$ cat src/rtl/ps2_host_tx.sv
// ps2_host_tx: host-to-device PS/2 command transmitter with clock inhibit, request-to-send, odd parity and ack check.
module ps2_host_tx #(
  parameter int INHIBIT_CYCLES = 5000,
  parameter int TIMEOUT_CYCLES = 1_000_000
) (
  input  logic       clk,
  input  logic       reset,
  input  logic       start,
  input  logic [7:0] data,
  input  logic       ps2_clk_in,
  input  logic       ps2_data_in,
  output logic       ps2_clk_oe,
  output logic       ps2_data_oe,
  output logic       busy,
  output logic       done,
  output logic       err
);
  localparam int IW = $clog2(INHIBIT_CYCLES + 1);
  localparam int TW = $clog2(TIMEOUT_CYCLES + 1);
  typedef enum logic [2:0] {IDLE, INHIBIT, RTS_SETUP, SEND, ACK, WAIT_IDLE, FINISH} state_t;
  state_t state_q, state_d;
  logic [2:0] clk_s_q, clk_s_d;
  logic [1:0] dat_s_q, dat_s_d;
  logic [IW-1:0] inh_q, inh_d;
  logic [TW-1:0] timer_q, timer_d;
  logic [3:0] bit_q, bit_d;
  logic [8:0] sh_q, sh_d;
  logic clk_oe_q, clk_oe_d, data_oe_q, data_oe_d;
  logic busy_q, busy_d, done_q, done_d, err_q, err_d;
  logic fall, fail, line_d;
  // clk_s_q[1] is the synchronized clock, clk_s_q[2] its previous value
  assign fall = clk_s_q[2] & ~clk_s_q[1];
  always_comb begin
    clk_s_d = {clk_s_q[1:0], ps2_clk_in};
    dat_s_d = {dat_s_q[0], ps2_data_in};
    state_d = state_q;
    inh_d = inh_q;
    timer_d = timer_q;
    bit_d = bit_q;
    sh_d = sh_q;
    line_d = data_oe_q;
    fail = 1'b0;
    case (state_q)
      IDLE: if (start) begin
        state_d = INHIBIT;
        inh_d = '0;
        sh_d = {~^data, data};
      end
      INHIBIT: begin
        inh_d = inh_q + 1'b1;
        state_d = inh_q == IW'(INHIBIT_CYCLES - 1) ? RTS_SETUP : INHIBIT;
      end
      RTS_SETUP: begin
        state_d = SEND;
        bit_d = '0;
        timer_d = '0;
      end
      SEND, ACK, WAIT_IDLE: begin
        timer_d = fall ? '0 : timer_q + 1'b1;
        if (state_q == SEND && fall) begin
          bit_d = bit_q + 1'b1;
          sh_d = sh_q >> 1;
          line_d = bit_q < 4'd9 ? ~sh_q[0] : 1'b0;
          state_d = bit_q == 4'd9 ? ACK : SEND;
        end
        if (state_q == ACK && fall) begin
          state_d = dat_s_q[1] ? FINISH : WAIT_IDLE;
          fail = dat_s_q[1];
        end
        if (state_q == WAIT_IDLE && clk_s_q[1] && dat_s_q[1]) state_d = FINISH;
        if (!fall && timer_q == TW'(TIMEOUT_CYCLES - 1)) begin
          state_d = FINISH;
          fail = 1'b1;
        end
      end
      default: state_d = IDLE;
    endcase
    clk_oe_d = state_d == INHIBIT || state_d == RTS_SETUP;
    data_oe_d = state_d == RTS_SETUP || (state_d == SEND && line_d);
    busy_d = !(state_d == IDLE || state_d == FINISH);
    done_d = state_d == FINISH;
    err_d = fail;
  end
  always_ff @(posedge clk) begin
    if (reset) begin
      state_q <= IDLE;
      clk_s_q <= '1;
      dat_s_q <= '1;
      inh_q <= '0;
      timer_q <= '0;
      bit_q <= '0;
      sh_q <= '0;
      clk_oe_q <= 1'b0;
      data_oe_q <= 1'b0;
      busy_q <= 1'b0;
      done_q <= 1'b0;
      err_q <= 1'b0;
    end else begin
      state_q <= state_d;
      clk_s_q <= clk_s_d;
      dat_s_q <= dat_s_d;
      inh_q <= inh_d;
      timer_q <= timer_d;
      bit_q <= bit_d;
      sh_q <= sh_d;
      clk_oe_q <= clk_oe_d;
      data_oe_q <= data_oe_d;
      busy_q <= busy_d;
      done_q <= done_d;
      err_q <= err_d;
    end
  end
  assign ps2_clk_oe = clk_oe_q;
  assign ps2_data_oe = data_oe_q;
  assign busy = busy_q;
  assign done = done_q;
  assign err = err_q;
endmodule

$ cat config.mk
export PLATFORM = sky130hd
export DESIGN_NAME = ps2_host_tx
export DESIGN_NICKNAME = d
export VERILOG_FILES = /design/src/rtl/ps2_host_tx.sv
export SDC_FILE = /design/constraint.sdc
export NUM_CORES = 1
export LEC_CHECK = 0
export ABC_CLOCK_PERIOD_IN_PS = 3200
export BUFFER_PORTS_ARGS = -buffer_cell sky130_fd_sc_hd__buf_4
export CAP_MARGIN = 20
export CORE_ASPECT_RATIO = 1.5
export CORE_UTILIZATION = 59
export DETAILED_ROUTE_END_ITERATION = 10
export PLACE_DENSITY = 0.87
export SETUP_SLACK_MARGIN = 0.3
export SLEW_MARGIN = 20
export SYNTH_ARGS = -nofsm -noshare
export SYNTH_HDL_FRONTEND = slang
export SYNTH_SLANG_ARGS = --single-unit
$ cat constraint.sdc
create_clock -name clk -period 3.2 [get_ports clk]
set_input_delay 0.16 -clock clk [delete_from_list [all_inputs] [get_ports clk]]
set_output_delay 0.16 -clock clk [all_outputs]
set_load 0.02 [all_outputs]
==> impl_metrics.yaml, run 1 <==
yosys:
  synthCells: 358
  synth-edff-count: 0
  ys.flop_type: "dfxtp_1"
  synth_area_per_cell_um2: 8.21
  synthDistinctLibCells: 51
  syn_nets: 376
  synth_top_cell_by_area: "dfxtp_1"
  synthTopCellsByArea: "dfxtp_1 40%, nor2_1 6.1%, nand2_1 5.9%"
  async_flop_share_pct: 0
  synth_top_area_share_pct: 40.2
  synth-seq-cells: 59
  ys_seq_area_share_pct: 40.2
  netlist_area_um2: 2940
  yosys_warnings: 0
worst_setup_path:
  timing.rr.start: "state_q[0]"
  regToRegEndpoint: "timer_q[18]"
  cp_max_fo: 19
  rrSetupSlack_ns: 0.80
  worstSetupPathType: "reg -> reg"
  end_kind: "flop"
  crit_path_start_kind: "flop"
  critPathArrivalTime_ns: 2.67
  required_ns: 3.46
  worstRegToRegCells: 5
placed_design:
  io_buffers: 17
  dp_slack_ns: 0.858
  hpwl_mm: 4.56
  gp_congestion: 0.995
drt:
  drt_iter0_drc: 162
  detail_route.wl_per_cell_um: 14.5
  routed_wl_mm: 6.42
  num_vias: 2701
  routed_via_density: 6.11
  antenna_left: 0
  drtPass1Iterations: 4
  drc: 0
power_and_ir_drop:
  power_density_nw_per_um2: 437
  p_leak_nw: 1.10
  design_power_total_w: 0.00141
  peakVddDrop_v: 0.000244
floorplanning:
  io_pins: 18
  row_count: 31
  start_util_pct: 61.1
  die_width_um: 59.6
  die_height_um: 88.4
  core-area_um2: 4810
  die_area_um2: 5270
global_routing:
  grt.total_usage_pct: 26.7
  grt_pass1_vias: 2629
  globalRouteOverflowTotal: 0
  grt_pass1_wl_mm: 10.7
  grt_antenna_before_repair: 0
  grt_max_degree: 59
timing:
  fin_crit_sh_pct: 75.1
  finalHoldViolations: 0
  slew_headroom_pct: 37.2
  tightestPinTransition_ns: 0.938
  fmax_ghz: 0.416
  slew_violations: 0
  worst_hold_slack_ns: 0.00992
  period_needed_ns: 2.40
  tns_ns: 0
  rsz0062_at_grt: "false"
  setup_viol: 0
  timing.final.ws_setup_ns: 0.795
  fin_skew_ns: 0.0109
worst_hold_path:
  hp-class: "in -> reg"
  min_from: "ps2_data_in"
  worstHoldPathCells: 2
  holdPathEnd: "dat_s_q[0]"
clock_tree:
  clkLatencyLatePin_ns: 0.34
  cts-resized-gates: 0
  clock-root-buffer: "clkbuf_8"
  cts.sinks: 59
  postCtsSetupBuffers: 0
  cts_tree: "done"
  clkTransAtPathRegs_ns: 0.07
  cts_hold_buf: 0
  numCtsBuffers: 9
  clockBufferDepth: 2
  htree_levels: 3
layout:
  final_cell_mix: "59 x dfxtp_1, 48 x nor2_1, 46 x nand2_1"
  syn2layout_area_growth_pct: 10.1
  n_antenna_cell: 0
  drive_gt1_share_pct: 14.1
  final_common_cell: "dfxtp_1"
  final.fill_count: 418
  layout.nets: 391
flow_run:
  cap_viol_max_count: 0
status:
  outcome: "finished clean"
worst max path at each step:
stage / startpoint / end / slack [ns] / depth (start not counted)
finish: state_q[0] / timer_q[18] / 0.80 / 5
global placement: state_q[0] / timer_q[18] / 0.93 / 5
CTS: state_q[0] / timer_q[18] / 0.83 / 5
detailed placement: state_q[0] / timer_q[18] / 0.86 / 5
floorplan: timer_q[8] / ps2_data_oe / 1.29 / 7
global route: state_q[0] / timer_q[18] / 0.60 / 5
area by class of cell:
class	instances	area [um^2]	share of cell area (%)
inverters	3	11.3	0.348
clock inverters	4	20.0	0.619
clock buffers	10	128	3.94
repair buffers	19	143	4.41
multi-input cells	281	1670	51.6
well taps	66	82.6	2.55
flip-flops and latches	59	1180	36.5
registers in the layout, indices dropped and copies added (netlist names):
| signal | count |
|---|---|
| state_q | 3 |
| ps2_clk_oe | 1 |
| bit_q | 4 |
| ps2_data_oe | 1 |
| busy | 1 |
| done | 1 |
| clk_s_q | 3 |
| dat_s_q | 2 |
| timer_q | 20 |
| err | 1 |
| inh_q | 13 |
| sh_q | 9 |
Yosys cell counts, types with 2 or more instances:
library cell	number
nand4_1	5
ha_1	5
nor3_1	11
clkbuf_1	12
nand2b_1	6
and4_1	3
or3_1	2
xor2_1	2
nand3b_1	3
nand3_1	23
a22oi_1	4
xnor2_1	8
nor3b_1	3
mux2_2	3
o211ai_1	3
a31oi_1	11
or4_1	2
nand2_1	46
a21oi_1	22
dfxtp_1	59
nand3_2	2
a311oi_1	14
buf_6	2
inv_1	3
nor2_1	48
or2_2	7
and3_1	4
nor2b_1	2
a211oi_1	6
and2b_2	2
o21ai_0	15
stage by stage:
step           utilization (%)  instances  cell area [um^2]
2_1_floorplan                -        358              2940
3_3_place_gp              64.2        428              3090
3_5_place_dp              64.2        428              3090
4_1_cts                   67.3        442              3240
5_1_grt                   67.3        442              3240
6_report                  67.3        442              3240
kinds of logic (layout without fill, tap and decap cells):
family / Yosys count / in the layout / synth area share, %
AOI/OAI and AO/OA: 86 / 86 / 19.9
muxes: 3 / 3 / 1.15
and+or+nand+nor: 177 / 177 / 30.7
buffers and inverters: 18 / 36 / 2.94
DFF: 59 / 59 / 40.2
xor gates and xnor gates: 10 / 10 / 2.98
adders and majority gates: 5 / 5 / 2.13
power by group:
part	switching [W]	internal [W]	total, W
Clock	0.000277	0.000266	0.000543
Sequential	0.0000122	0.000753	0.000765
Combinational	0.0000598	0.0000456	0.000105
critical path: stages (launching register included):
cell and delay [ns]:
dfxtp_1 0.50, nand3b_1 0.19, nand2_1 0.39, nand2_1 0.46
or4_1 0.62, a31oi_1 0.16
per-layer routing:
layer	wire, um	vias up	GRT usage, %	share of wire (%)
li1	-	1336	-	-
met3	217	35	6.14	3.4
met2	3340	67	47.3	52
met1	2520	1263	26.2	39
met4	338	0	20.3	5.3
met5	0	-	0	0
Power figures use the tool's default switching activity.
==> run 2: changes to the inputs <==
Settings changed: ABC_CLOCK_PERIOD_IN_PS 3200 to 2120, CORE_UTILIZATION 59 to 54, PLACE_DENSITY 0.87 to 0.84.
Clock period 3.2 ns to 2.12 ns, I/O delays scaled along.
==> impl_metrics.yaml, run 2 (same netlist as run 1, synthesis figures left out) <==
clock_tree:
  clkTransAtPathRegs_ns: 0.07
  numCtsBuffers: 9
  clockBufferDepth: 2
  cts_tree: "done"
  cts.sinks: 59
  clkLatencyLatePin_ns: 0.34
  htree_levels: 3
  clock-root-buffer: "clkbuf_8"
power_and_ir_drop:
  power_density_nw_per_um2: 637
  design_power_total_w: 0.00226
  p_leak_nw: 1.22
  peakVddDrop_v: 0.000404
floorplanning:
  die_height_um: 92.3
  core-area_um2: 5200
  row_count: 32
  die_width_um: 62.2
  start_util_pct: 56.4
  io_pins: 18
  die_area_um2: 5750
global_routing:
  grt_pass1_wl_mm: 11.9
  grt_pass1_vias: 2712
  grt.total_usage_pct: 26.4
  globalRouteOverflowTotal: 0
  grt_max_degree: 59
  grt_antenna_before_repair: 0
worst_hold_path:
  worstHoldPathCells: 3
  holdPathEnd: "sh_q[2]"
  min_from: "data[2]"
  hp-class: "in -> reg"
worst_setup_path:
  timing.rr.start: "inh_q[7]"
  worstSetupPathType: "reg -> reg"
  crit_path_start_kind: "flop"
  cp_max_fo: 3
  regToRegEndpoint: "ps2_clk_oe"
  worstRegToRegCells: 6
  required_ns: 2.37
  end_kind: "flop"
  critPathArrivalTime_ns: 2.22
  rrSetupSlack_ns: 0.15
timing:
  finalHoldViolations: 0
  slew_violations: 0
  fin_crit_sh_pct: 92.9
  tightestPinTransition_ns: 0.589
  setup_viol: 0
  fin_skew_ns: 0.0135
  worst_hold_slack_ns: 0.0474
  rsz0062_at_grt: "true"
  tns_ns: 0
  timing.final.ws_setup_ns: 0.152
  fmax_ghz: 0.508
  period_needed_ns: 1.97
  slew_headroom_pct: 60.7
placed_design:
  io_buffers: 17
  dp_slack_ns: 0.0760
  gp_congestion: 0.874
  hpwl_mm: 4.63
layout:
  layout.nets: 410
  final_common_cell: "dfxtp_1"
  regMostFlops: "timer_q"
  largest_reg_flops: 20
  drive_gt1_share_pct: 24.9
  n_antenna_cell: 0
  final.fill_count: 398
  syn2layout_area_growth_pct: 20.7
  reg_top3: "timer_q x20, inh_q x13, sh_q x9"
  final_cell_mix: "48 x dfxtp_1, 46 x nor2_1, 45 x nand2_1"
drt:
  antenna_left: 0
  drtPass1Iterations: 4
  num_vias: 2827
  drc: 0
  routed_via_density: 6.08
  routed_wl_mm: 7.30
  detail_route.wl_per_cell_um: 15.7
  drt_iter0_drc: 240
flow_run:
  cap_viol_max_count: 0
status:
  outcome: "finished clean"
## run 2: changes by cell type in the layout (fill, tap and decap cells not counted), sizes merged
cell	change
buf	+17
clkbuf	+4
dlygate4sd3	+2
clkinv	-2
## run 2: per-stage QoR
stage | util (%) | instance area, um^2 | std cells
after floorplan | - | 2950 | 358
after global placement | 61.2 | 3190 | 440
after detailed placement | 61.2 | 3190 | 440
after CTS | 66.9 | 3480 | 464
after global routing | 68.1 | 3550 | 465
final | 68.1 | 3550 | 465
## run 2: where the power goes
part	total (W)	internal [W]	switching, W
combinational	0.000190	0.0000847	0.000106
sequential	0.00115	0.00114	0.0000145
clock	0.000919	0.000486	0.000433
total	0.00226	0.00171	0.000553
## run 2: layer usage
layer	global-route usage [%]	vias up	part of all wire (%)
met1	28.0	1350	40
li1	-	1376	-
met5	0	-	0
met3	6.53	25	3.8
met2	46.8	76	52
met4	15.9	0	3.6
## run 2: final cells by class
class / instances / area [um^2] / share of cell area, %
tap: 68 / 85.1 / 2.40
timing repair buffer: 38 / 303 / 8.54
sequential: 59 / 1190 / 33.7
clock buffer: 14 / 163 / 4.59
inverter: 3 / 11.3 / 0.317
clock inverter: 2 / 10.0 / 0.282
multi-input combinational: 281 / 1780 / 50.2
## run 2: worst max-delay path by stage
stage | from | to | slack [ns] | cells after the start
2_1_floorplan | timer_q[8] | ps2_data_oe | 0.22 | 7
3_3_place_gp | inh_q[4] | ps2_data_oe | 0.15 | 5
3_5_place_dp | inh_q[4] | ps2_data_oe | 0.08 | 5
4_1_cts | inh_q[6] | ps2_data_oe | 0.20 | 5
5_1_grt | inh_q[4] | ps2_data_oe | 0.12 | 5
6_report | inh_q[7] | ps2_clk_oe | 0.15 | 6
## run 2: critical path, cell delays in order, from the launching register on
cell       delay (ns)
dfxtp_2          0.34
or4bb_4          0.55
nor3_4           0.24
o2bb2ai_2        0.13
and3b_2          0.26
xnor2_2          0.15
a211oi_2         0.20
## run 2: timing repair
action,CTS,global route
endpoints found under the setup margin,10,15
gates resized for setup,17,16
hold buffers,2,0
setup buffers,6,1
pin swaps,8,2
hold endpoints to repair,2,0
